===== config.mk =====
export PLATFORM = sky130hd
export DESIGN_NAME = m_imem_loader
export DESIGN_NICKNAME = d
export VERILOG_FILES = /design/src/rtl/m_imem_loader.sv
export SDC_FILE = /design/constraint.sdc
export NUM_CORES = 1
export LEC_CHECK = 0
export ABC_AREA = 0
export CAP_MARGIN = 30
export CELL_PAD_IN_SITES_DETAIL_PLACEMENT = 1
export CELL_PAD_IN_SITES_GLOBAL_PLACEMENT = 2
export CORE_UTILIZATION = 49
export DETAILED_ROUTE_END_ITERATION = 6
export GPL_TIMING_DRIVEN = 0
export HOLD_SLACK_MARGIN = 0.15
export PLACE_DENSITY = 0.86
export SYNTH_ARGS = -nofsm -noshare
export SYNTH_HDL_FRONTEND = slang
export SYNTH_SLANG_ARGS = --single-unit
export TNS_END_PERCENT = 20

===== constraint.sdc =====
create_clock -name w_clk -period 4.3 [get_ports w_clk]
set_input_delay 0.43 -clock w_clk [delete_from_list [all_inputs] [get_ports w_clk]]
set_output_delay 0.43 -clock w_clk [all_outputs]
set_load 0.05 [all_outputs]

===== src/rtl/m_imem_loader.sv =====
// Instruction memory loader: streams a program into a small word RAM, then lets the core fetch it.
// Optional macro IMEM_OPCODE_CHECK_EN: replace non R-type words with NOP and flag w_err.
module m_imem_loader #(
    parameter int unsigned DEPTH = 32
) (
    input  logic        w_clk,
    input  logic        w_rst,
    input  logic        w_start,
    input  logic [5:0]  w_len,
    input  logic        w_in_valid,
    input  logic [31:0] w_in_data,
    output logic        w_in_ready,
    input  logic [31:0] w_pc,
    output logic [31:0] w_ir,
    output logic        w_run,
    output logic [5:0]  w_cnt,
    output logic        w_err
);

    localparam int unsigned AW       = $clog2(DEPTH);
    localparam logic [5:0]  DepthCnt = 6'(DEPTH);
    localparam logic [31:0] Nop      = 32'h0000_0033;

    typedef enum logic [1:0] {StIdle, StLoad, StRun} state_e;

    state_e        state_q, state_d;
    logic [5:0]    cnt_q, cnt_d;
    logic [5:0]    tgt_q, tgt_d;
    logic          err_q, err_d;
    logic [5:0]    len_clip;
    logic [5:0]    cnt_inc;
    logic          xfer;
    logic          bad_op;
    logic [31:0]   wr_data;
    logic [31:0]   mem_q [DEPTH];
    logic [AW-1:0] rd_idx;
    logic          addr_ok;

    assign len_clip = (w_len > DepthCnt) ? DepthCnt : w_len;
    assign xfer     = (state_q == StLoad) && w_in_valid;
    assign cnt_inc  = (cnt_q == DepthCnt) ? cnt_q : cnt_q + 6'd1;

`ifdef IMEM_OPCODE_CHECK_EN
    assign bad_op  = (w_in_data[6:0] != 7'b0110011);
    assign wr_data = bad_op ? Nop : w_in_data;
`else
    assign bad_op  = 1'b0;
    assign wr_data = w_in_data;
`endif

    always_comb begin
        state_d = state_q;
        cnt_d   = cnt_q;
        tgt_d   = tgt_q;
        err_d   = err_q;
        case (state_q)
            StIdle, StRun: begin
                if (w_start) begin
                    tgt_d   = len_clip;
                    cnt_d   = 6'd0;
                    err_d   = 1'b0;
                    // An empty program has nothing to load, so it is runnable at once.
                    state_d = (len_clip == 6'd0) ? StRun : StLoad;
                end
            end
            StLoad: begin
                if (w_in_valid) begin
                    cnt_d = cnt_inc;
                    if (bad_op) err_d = 1'b1;
                    if (cnt_inc == tgt_q) state_d = StRun;
                end
            end
            default: state_d = StIdle;
        endcase
    end

    always_ff @(posedge w_clk or posedge w_rst) begin
        if (w_rst) begin
            state_q <= StIdle;
            cnt_q   <= 6'd0;
            tgt_q   <= 6'd0;
            err_q   <= 1'b0;
        end else begin
            state_q <= state_d;
            cnt_q   <= cnt_d;
            tgt_q   <= tgt_d;
            err_q   <= err_d;
        end
    end

    // Array is deliberately not reset; the fetch guard on cnt_q hides stale contents.
    always_ff @(posedge w_clk) begin
        if (xfer && (cnt_q < DepthCnt)) begin
            mem_q[cnt_q[AW-1:0]] <= wr_data;
        end
    end

    assign rd_idx  = w_pc[AW+1:2];
    assign addr_ok = (w_pc[1:0] == 2'b00) && (w_pc[31:AW+2] == '0) && (6'(rd_idx) < cnt_q);

    assign w_ir       = addr_ok ? mem_q[rd_idx] : Nop;
    assign w_in_ready = (state_q == StLoad);
    assign w_run      = (state_q == StRun);
    assign w_cnt      = cnt_q;
    assign w_err      = err_q;

endmodule


==> flow_summary.toml, run 1 <==
[run_status]
status = "finished, final reports clean"

[floorplan]
rows = 104
start_util_pct = 49.39
ios = 115
die-area_um2 = 82210
fp.dieW_um = 286.7
die_h_um = 286.7
core_area_um2 = 80420

[critical_path]
crit_top_cell = "buf_2"
worst_r2r_endpoint = "mem_q[31][11]$_DFFE_PP_"
cp.required_ns = 3.87
reg2reg_depth = 6
cp_max_fo = 10
critPathArrivalTime_ns = 3.87
critPathSlowestCell = "dlygate4sd2_1"
critPathKind = "in2out"
rr_startpoint = "state_q[1]$_DFFE_PP0P_"
crit_chain = "clkdlybuf4s50_1, buf_2, buf_2, nand2b_1, clkbuf_2, o22ai_1, nor2_1, a22o_1, dlygate4sd2_1"
endpoint_kind = "output port"
cpPeakStageDelay_ns = 0.57
rrSetupSlack_ns = 1.07
critPathLaunchType = "input pin"

[sta]
worstMarginPinSlew_ns = 0.9213
min_period_over_period_pct = 99.99
setup_ws_ns = 0.0003548
drv_slew = 0
timing.hold.ws_ns = 0.3755
rsz0062_at_grt = "no"
hold_viol = 0
setup_viol = 0
fmax_mhz = 232.6
slew_headroom_pct = 38.43
period_needed_ns = 4.300
final.setup_skew_ns = 0.03019

[final_layout]
multi_input_area_um2 = 8332
area_delta_synth_final_pct = 19.02
final_nets = 2120
fin_cells = 3176
final_core_util_pct = 58.79
fillers = 6655
diodes = 0
drive_gt1_share_pct = 28.12
final_common_cell = "edfxtp_1"
seq_area_um2 = 31100
final_cell_mix = "1024 x edfxtp_1, 256 x mux4_2, 112 x clkbuf_16, 79 x clkdlybuf4s50_1, 60 x a22oi_1"

[yosys]
ys_ff_latch = 1038
synth_edf_count = 1024
synth.cell_area_um2 = 39720
synth_ff_type = "edfxtp_1"
synth_cells = 1760
syn_avg_cell_area_um2 = 22.57
mappedNetlistNets = 1842
yosys_warnings = 0
async_reset_ff_share_pct = 1.349
ys_types = 49
ys_seq_area_share_pct = 78.30

[global_route]
grt_pass1_vias = 21480
track_usage_pct = 26.11
grt_pass1_wl_mm = 151.3
antenna_found_initial = 4
grt-ovfl-total = 0
grt_max_degree = 33

[job]
maxCapViolations = 0

[cts]
cts_tree = "yes"
clockRootBuffer = "clkbuf_16"
insertion_delay_ns = 0.69
cts_buffers = 99
cts_max_path_buffers = 3
cts_sinks = 1038
postCtsSetupBuffers = 0
path_clk_slew_ns = 0.06
cts_max_level = 3

[placement]
dpl_worst_slack_ns = -0.6353
dpl.hpwl_mm = 70.20
place_inst = 2976
place_congestion = 0.8080
portBuffers = 112

[worst_hold_path]
min-delay-start = "w_len[3]"
worstHoldPathCells = 3
hold_path_class = "in2reg"
hold_path_end = "tgt_q[3]$_DFFE_PP0P_"

[pwr]
pwr_density_cell_nw_per_um2 = 486.1
ir_drop_mv = 0.3936
power_leakage_nw = 15.05
fin_total_pwr_mw = 22.98

[routing]
wl_mm = 107.3
vias_per_cell = 6.327
route.detailed.drc = 0
ant_nets = 0
num_vias = 20090
drt-pass1-iter-count = 5
drt_iter0_drc = 2239
wl_per_cell_um = 33.77
logic make-up (layout without fill, tap and decap cells):
logic type      Yosys count  after routing  synth area share (%)
simple gates            158            158                 1.836
mux                     259            259                 14.59
buf+inv                 105            461                 1.395
xor+xnor                  8              8                0.2331
compound gates          183            183                 3.383
flops                  1038           1038                 78.30
fa+ha+maj                 8              8                0.2520
other cells               1              1              0.009441
through the flow:
step,setup TNS (ns),cell area [µm²]
after floorplan,0,39720
after global placement,-601.75,42170
after detailed placement,-16.02,43510
after CTS,0,46810
after global routing,0,47270
final,0,47270
layer usage:
| metal | global-route usage (%) | routed length (µm) | vias up |
|---|---|---|---|
| li1 | - | - | 8097 |
| met1 | 33.46 | 39850 | 10710 |
| met2 | 44.78 | 55570 | 1082 |
| met3 | 4.722 | 8455 | 204 |
| met4 | 9.465 | 3362 | 4 |
| met5 | 0 | 27 | - |
state kept, by name (all words and copies together) (netlist names):
| name | count |
|---|---|
| mem_q | 1024 |
| state_q | 2 |
| tgt_q | 6 |
| w_cnt | 6 |
area by class of cell:
cell class	instances	area share (%)
Multi-Input combinational cell	617	17.62
Tap cell	1060	2.805
Clock inverter	59	1.302
Sequential cell	1038	65.79
Buffer	96	1.175
Inverter	9	0.07146
Timing Repair Buffer	177	5.648
Clock buffer	120	5.587
how the worst max path moves through the flow:
stage	startpoint	to	slack [ns]
4_1_cts	w_pc[4]	w_ir[5]	0.001
3_3_place_gp	w_in_valid	mem_q[16][12]$_DFFE_PP_	-0.74
6_report	w_pc[4]	w_ir[9]	0.0004
2_1_floorplan	state_q[1]$_DFFE_PP0P_	mem_q[10][0]$_DFFE_PP_	1.08
5_1_grt	w_cnt[4]$_DFFE_PP0P_	w_ir[9]	0.004
3_5_place_dp	w_pc[3]	w_ir[24]	-0.64
report_power, final:
part / switching, mW / internal (mW)
clock: 3.81 / 5.09
combinational: 1.47 / 0.857
sequential: 0.177 / 11.6
worst max-delay path, delay by kind of cell:
family                 cells  cell delay [ns]
AOI/OAI and AO/OA          2             0.41
buffers and inverters      5             2.24
and+or+nand+nor            2             0.76
timing repair:
item                       4_1_cts  5_1_grt
gates resized for setup         66       20
pin swaps                        0        0
hold endpoints to repair        14        0
setup endpoints to repair       32       13
hold buffers                     1        0
Yosys cell counts (2+ instances only):
master / instances / share of area [%]
mux2i_1: 2 / 0.050
buf_1: 5 / 0.047
clkbuf_1: 41 / 0.39
nor4_2: 2 / 0.063
nor4_1: 6 / 0.095
edfxtp_1: 1024 / 77
nand2b_1: 8 / 0.13
a41o_1: 2 / 0.050
nand3b_1: 2 / 0.038
a21o_1: 2 / 0.038
nor2_1: 67 / 0.63
o22a_1: 4 / 0.088
o21ai_0: 9 / 0.11
mux4_2: 256 / 15
nand2_1: 44 / 0.42
o221ai_1: 4 / 0.088
buf_6: 10 / 0.28
nor3_1: 3 / 0.038
a2111oi_0: 2 / 0.044
a22o_1: 33 / 0.73
a22oi_1: 60 / 1.1
xnor2_1: 6 / 0.13
nor2b_1: 3 / 0.047
a221oi_1: 4 / 0.088
o2bb2ai_1: 2 / 0.044
and2b_2: 2 / 0.044
dfrtp_1: 14 / 0.88
inv_2: 2 / 0.019
inv_1: 7 / 0.066
buf_4: 14 / 0.26
o22ai_1: 58 / 0.91
nand3_1: 13 / 0.16
buf_2: 26 / 0.33
ha_1: 8 / 0.25
No activity file was read; power rests on OpenSTA's default activity.
==> inputs of run 2 (changes only) <==
--- a/config.mk
+++ b/config.mk
@@ -17,4 +17,4 @@
 export SYNTH_ARGS = -nofsm -noshare
 export SYNTH_HDL_FRONTEND = slang
 export SYNTH_SLANG_ARGS = --single-unit
-export TNS_END_PERCENT = 20
+export TNS_END_PERCENT = 10
==> run 2 against run 1 <==
Register-to-register slack barely moved. Largest cell class unchanged. Clock skew up 0.00070 ns. Core utilization about the same. Largest power group unchanged. Flip-flop and latch count unchanged. Critical endpoint unchanged. Sequential power hardly changed. Critical path depth did not move. Worst hold slack got worse by 0.0012 ns. Non-clock buffer count did not move. Routed wire length barely moved. Combinational power hardly changed.
==> flow_summary.toml, run 2 (synthesized netlist as in run 1, its figures left out) <==
[run_status]
status = "finished, final reports clean"

[critical_path]
critPathSlowestCell = "dlygate4sd2_1"
cpPeakStageDelay_ns = 0.57
rr_startpoint = "state_q[1]$_DFFE_PP0P_"
critPathArrivalTime_ns = 3.87
worst_r2r_endpoint = "mem_q[31][11]$_DFFE_PP_"
critPathKind = "in2out"
crit_top_cell = "buf_2"
crit_chain = "clkdlybuf4s50_1, buf_2, buf_2, nand2b_1, clkbuf_2, o22ai_1, nor2_1, a22o_1, dlygate4sd2_1"
critPathLaunchType = "input pin"
endpoint_kind = "output port"
critPathLaunch = "w_pc[4]"
cp_max_fo = 10
cp.required_ns = 3.87
reg2reg_depth = 6
rrSetupSlack_ns = 1.07

[cts]
cts_max_level = 3
cts_max_path_buffers = 3
insertion_delay_ns = 0.70
clockRootBuffer = "clkbuf_16"
cts_sinks = 1038
postCtsSetupBuffers = 0
path_clk_slew_ns = 0.06
cts_buffers = 99
cts_tree = "yes"

[pwr]
ir_drop_mv = 0.3935
clkPwrFrac_pct = 38.7
p_int_mw = 17.52
power_leakage_nw = 15.05
power_frac_comb_pct = 10.1
seqPwrFrac_pct = 51.1
pwr_density_cell_nw_per_um2 = 486.1
fin_total_pwr_mw = 22.98
switchingPower_mw = 5.456
swShare_pct = 23.74

[floorplan]
fp.dieW_um = 286.7
core_area_um2 = 80420
rows = 104
start_util_pct = 49.39
die-area_um2 = 82210
ios = 115
die_h_um = 286.7

[final_layout]
area_delta_synth_final_pct = 19.03
multi_input_area_um2 = 8332
fin_cells = 3176
final_common_cell = "edfxtp_1"
final_cell_mix = "1024 x edfxtp_1, 256 x mux4_2, 112 x clkbuf_16, 79 x clkdlybuf4s50_1, 60 x a22oi_1"
diodes = 0
fin_area_um2 = 47280
drive_gt1_share_pct = 28.07
largest_reg_flops = 1024
fillers = 6655
seq_area_um2 = 31100
final_nets = 2120

[placement]
dpl.hpwl_mm = 70.20
place_inst = 2976
place_area_um2 = 43510
place_congestion = 0.8080
portBuffers = 112

[routing]
route.detailed.drc = 0
vias_per_cell = 6.324
drt_iter0_drc = 2239
drt-pass1-iter-count = 5
ant_nets = 0
wl_per_cell_um = 33.78
num_vias = 20090
wl_mm = 107.3

[global_route]
track_usage_pct = 26.11
grt_pass1_wl_mm = 151.3
grt-ovfl-total = 0
grt_pass1_vias = 21480
antenna_found_initial = 4
grt_max_degree = 33

[sta]
finalSetupTns_ns = 0
final.setup_skew_ns = 0.03089
rsz0062_at_grt = "yes"
slew_headroom_pct = 38.43
min_period_over_period_pct = 99.99
fmax_mhz = 232.6
worstMarginPinSlew_ns = 0.9213
period_needed_ns = 4.300
drv_slew = 0
hold_viol = 0
setup_viol = 0

[worst_hold_path]
hold_path_end = "tgt_q[3]$_DFFE_PP0P_"
min-delay-start = "w_len[3]"
hold_path_class = "in2reg"
worstHoldPathCells = 3

[job]
maxCapViolations = 0
run 2: repair_timing:
| item | CTS | global route |
|---|---|---|
| hold endpoints to repair | 14 | 0 |
| cloned | 0 | 0 |
| pin swaps | 0 | 0 |
| endpoints found under the setup margin | 32 | 13 |
| resized for setup | 66 | 19 |
| hold buffers | 1 | 0 |
run 2: worst max path at each step:
stage	end	slack (ns)	depth (start not counted)
floorplan	mem_q[10][0]$_DFFE_PP_	1.08	5
detailed placement	w_ir[24]	-0.64	8
global placement	mem_q[16][12]$_DFFE_PP_	-0.74	5
global route	w_ir[2]	-0.09	9
CTS	w_ir[5]	0.001	9
finish	w_ir[9]	0.0004	9
run 2: power groups by stage:
stage | registers (mW) | clock network (mW) | logic, mW
2_1_floorplan | 12.0 | 0 | 1.11
3_3_place_gp | 12.0 | 0 | 1.86
3_5_place_dp | 12.0 | 0 | 2.22
4_1_cts | 11.8 | 8.95 | 2.26
5_1_grt | 11.8 | 9.24 | 2.43
6_report | 11.8 | 8.90 | 2.32
run 2: routing by layer:
| layer | vias up | GRT usage, % | routed length [µm] |
|---|---|---|---|
| li1 | 8097 | - | - |
| met1 | 10700 | 33.46 | 39850 |
| met2 | 1081 | 44.78 | 55620 |
| met3 | 202 | 4.722 | 8431 |
| met4 | 4 | 9.465 | 3339 |
| met5 | - | 0 | 27 |
run 2: metrics by stage:
step / hold WS (ns) / util (%) / worst slack [ns]
final: 0.3743 / 58.79 / 0.0003801
after global routing: 0.4121 / 58.79 / -0.08579
after CTS: 0.3565 / 58.20 / 0.001304
after detailed placement: 0.5046 / 54.11 / -0.6353
after global placement: 0.4686 / 52.44 / -0.7416
after floorplan: 0.3192 / - / 1.084
run 2: area by class of cell:
| type | instances | share of cell area, % |
|---|---|---|
| sequential | 1038 | 65.78 |
| multi-input combinational | 617 | 17.62 |
| timing repair buffer | 177 | 5.658 |
| clock buffer | 120 | 5.587 |
| tap | 1060 | 2.805 |
| clock inverter | 59 | 1.302 |
| buffer | 96 | 1.175 |
| inverter | 9 | 0.07145 |
run 2: critical path: cells and delay by family:
kind	cells	cell delay, ns
buf+inv	5	2.24
simple gates	2	0.76
compound gates	2	0.41
==> inputs of run 3 (changes only) <==
--- a/config.mk
+++ b/config.mk
@@ -9,6 +9,7 @@
 export CAP_MARGIN = 30
 export CELL_PAD_IN_SITES_DETAIL_PLACEMENT = 1
 export CELL_PAD_IN_SITES_GLOBAL_PLACEMENT = 2
+export CORE_MARGIN = 2
 export CORE_UTILIZATION = 49
 export DETAILED_ROUTE_END_ITERATION = 6
 export GPL_TIMING_DRIVEN = 0
==> run 3 against run 2 <==
Final area decreased by 0.11%. Combinational power is essentially flat. Clock skew is 0.0015 ns lower. First-iteration DRC count grew 4.5%. Die area grew 1.4%. Sequential power about the same. Core utilization is 0.064 points lower. Cell count increased by 0.16%. Highest routed layer unchanged.
==> flow_summary.toml, run 3 (synthesized netlist as in run 1, its figures left out) <==
[run_status]
status = "finished, final reports clean"

[pwr]
power_leakage_nw = 15.02
ir_drop_mv = 0.3777
fin_total_pwr_mw = 23.01
pwr_density_cell_nw_per_um2 = 487.2

[floorplan]
ios = 115
fp.dieW_um = 288.7
die_h_um = 288.7
core_area_um2 = 80420
rows = 104
start_util_pct = 49.39
die-area_um2 = 83360

[sta]
period_needed_ns = 4.214
slew_headroom_pct = 39.51
setup_viol = 0
hold_viol = 0
worstMarginPinSlew_ns = 0.9052
fmax_mhz = 237.3
final.setup_skew_ns = 0.02942
rsz0062_at_grt = "no"
min_period_over_period_pct = 98.01
drv_slew = 0
timing.hold.ws_ns = 0.1528

[final_layout]
seq_area_um2 = 31100
area_delta_synth_final_pct = 18.90
fillers = 6682
final_core_util_pct = 58.73
final_cell_mix = "1024 x edfxtp_1, 256 x mux4_2, 110 x clkbuf_16, 79 x clkdlybuf4s50_1, 60 x a22oi_1"
fin_cells = 3181
fin_area_um2 = 47230
multi_input_area_um2 = 8332
final_nets = 2121
largest_reg_flops = 1024
final_common_cell = "edfxtp_1"
drive_gt1_share_pct = 27.92

[global_route]
grt_max_degree = 33
track_usage_pct = 25.40
grt-ovfl-total = 0
antenna_found_initial = 3
grt_pass1_vias = 21700
grt_pass1_wl_mm = 150.8

[routing]
drt_iter0_drc = 2340
wl_met2_mm = 52.95
wl_per_cell_um = 32.74
wl_mm = 104.1
vias_per_cell = 6.312
route.detailed.drc = 0
wl_met1_mm = 39.46
wl_met3_mm = 7.952
ant_nets = 0
num_vias = 20080
drt-pass1-iter-count = 5
top_layer_used = "met5"

[cts]
insertion_delay_ns = 0.67
cts_sinks = 1038
cts_buffers = 101
clockRootBuffer = "clkbuf_16"
path_clk_slew_ns = 0.07
cts_max_path_buffers = 3
cts_max_level = 3
cts_tree = "yes"
cts_hold_buf = 0

[critical_path]
endpoint_kind = "output port"
worst_r2r_endpoint = "mem_q[26][12]$_DFFE_PP_"
cp.required_ns = 3.87
cpPeakStageDelay_ns = 0.57
cpLargestDelayFamily = "buffers and inverters"
critPathSlowestCell = "dlygate4sd2_1"
reg2reg_depth = 6
cp_num_buf_inv = 5
critPathKind = "in2out"
rrSetupSlack_ns = 1.07
critPathLaunchType = "input pin"
critPathArrivalTime_ns = 3.78
crit_chain = "clkdlybuf4s50_1, buf_2, buf_2, nand2b_1, clkbuf_2, o22a_1, o221ai_1, a22oi_1, dlygate4sd2_1"
cp_max_fo = 10
rr_startpoint = "state_q[1]$_DFFE_PP0P_"
crit_top_cell = "buf_2"

[placement]
place_congestion = 0.7967
portBuffers = 112
place_area_um2 = 43440
dpl.hpwl_mm = 70.64
place_inst = 2975

[worst_hold_path]
hold_path_class = "in2async"

[job]
maxCapViolations = 0
## run 3: power breakdown
part | switching [mW] | internal [mW] | leakage [nW]
logic | 1.44 | 0.851 | 4.01
clock network | 3.79 | 5.16 | 1.61
registers | 0.179 | 11.6 | 9.40
## run 3: metrics by stage
stage	setup TNS, ns	setup slack, ns
after global routing	0	0.002311
after global placement	-628.96	-0.7355
final	0	0.08556
after detailed placement	-14.63	-0.5811
after CTS	0	0.0007034
after floorplan	0	1.084
## run 3: cell type report
| cell class | count | area share, % |
|---|---|---|
| sequential | 1038 | 65.85 |
| multi-input combinational | 617 | 17.64 |
| clock buffer | 120 | 5.593 |
| timing repair buffer | 176 | 5.431 |
| tap | 1060 | 2.808 |
| clock inverter | 64 | 1.441 |
| buffer | 96 | 1.158 |
| inverter | 9 | 0.07153 |
| antenna | 1 | 0.005299 |
## run 3: routing by layer
layer	GRT usage (%)	vias up
met5	0	-
met4	10.23	4
met3	4.044	208
met2	42.93	1021
met1	33.30	10760
li1	-	8088
## run 3: timing repair
action / 4_1_cts / 5_1_grt
gates resized for setup: 59 / 20
pin swaps: 0 / 0
endpoints found under the setup margin: 32 / 12
setup buffers: 0 / 0
## run 3: how the worst max path moves through the flow
stage	cells after the start	start	slack, ns	end
after floorplan	5	state_q[1]$_DFFE_PP0P_	1.08	mem_q[10][0]$_DFFE_PP_
after global placement	5	w_in_valid	-0.74	mem_q[17][11]$_DFFE_PP_
after detailed placement	8	w_pc[3]	-0.58	w_ir[24]
after CTS	9	w_cnt[4]$_DFFE_PP0P_	0.0007	w_ir[23]
after global routing	9	w_cnt[4]$_DFFE_PP0P_	0.002	w_ir[20]
final	9	w_pc[4]	0.09	w_ir[5]
## run 3: worst reg2reg max path, cell delays in order, from the launching register on
cell     delay, ns
dfrtp_1       0.41
and2b_2       0.28
nand2_1       0.19
nor2_1        0.34
nand2_1       0.60
nor2_4        0.86
buf_16        0.25
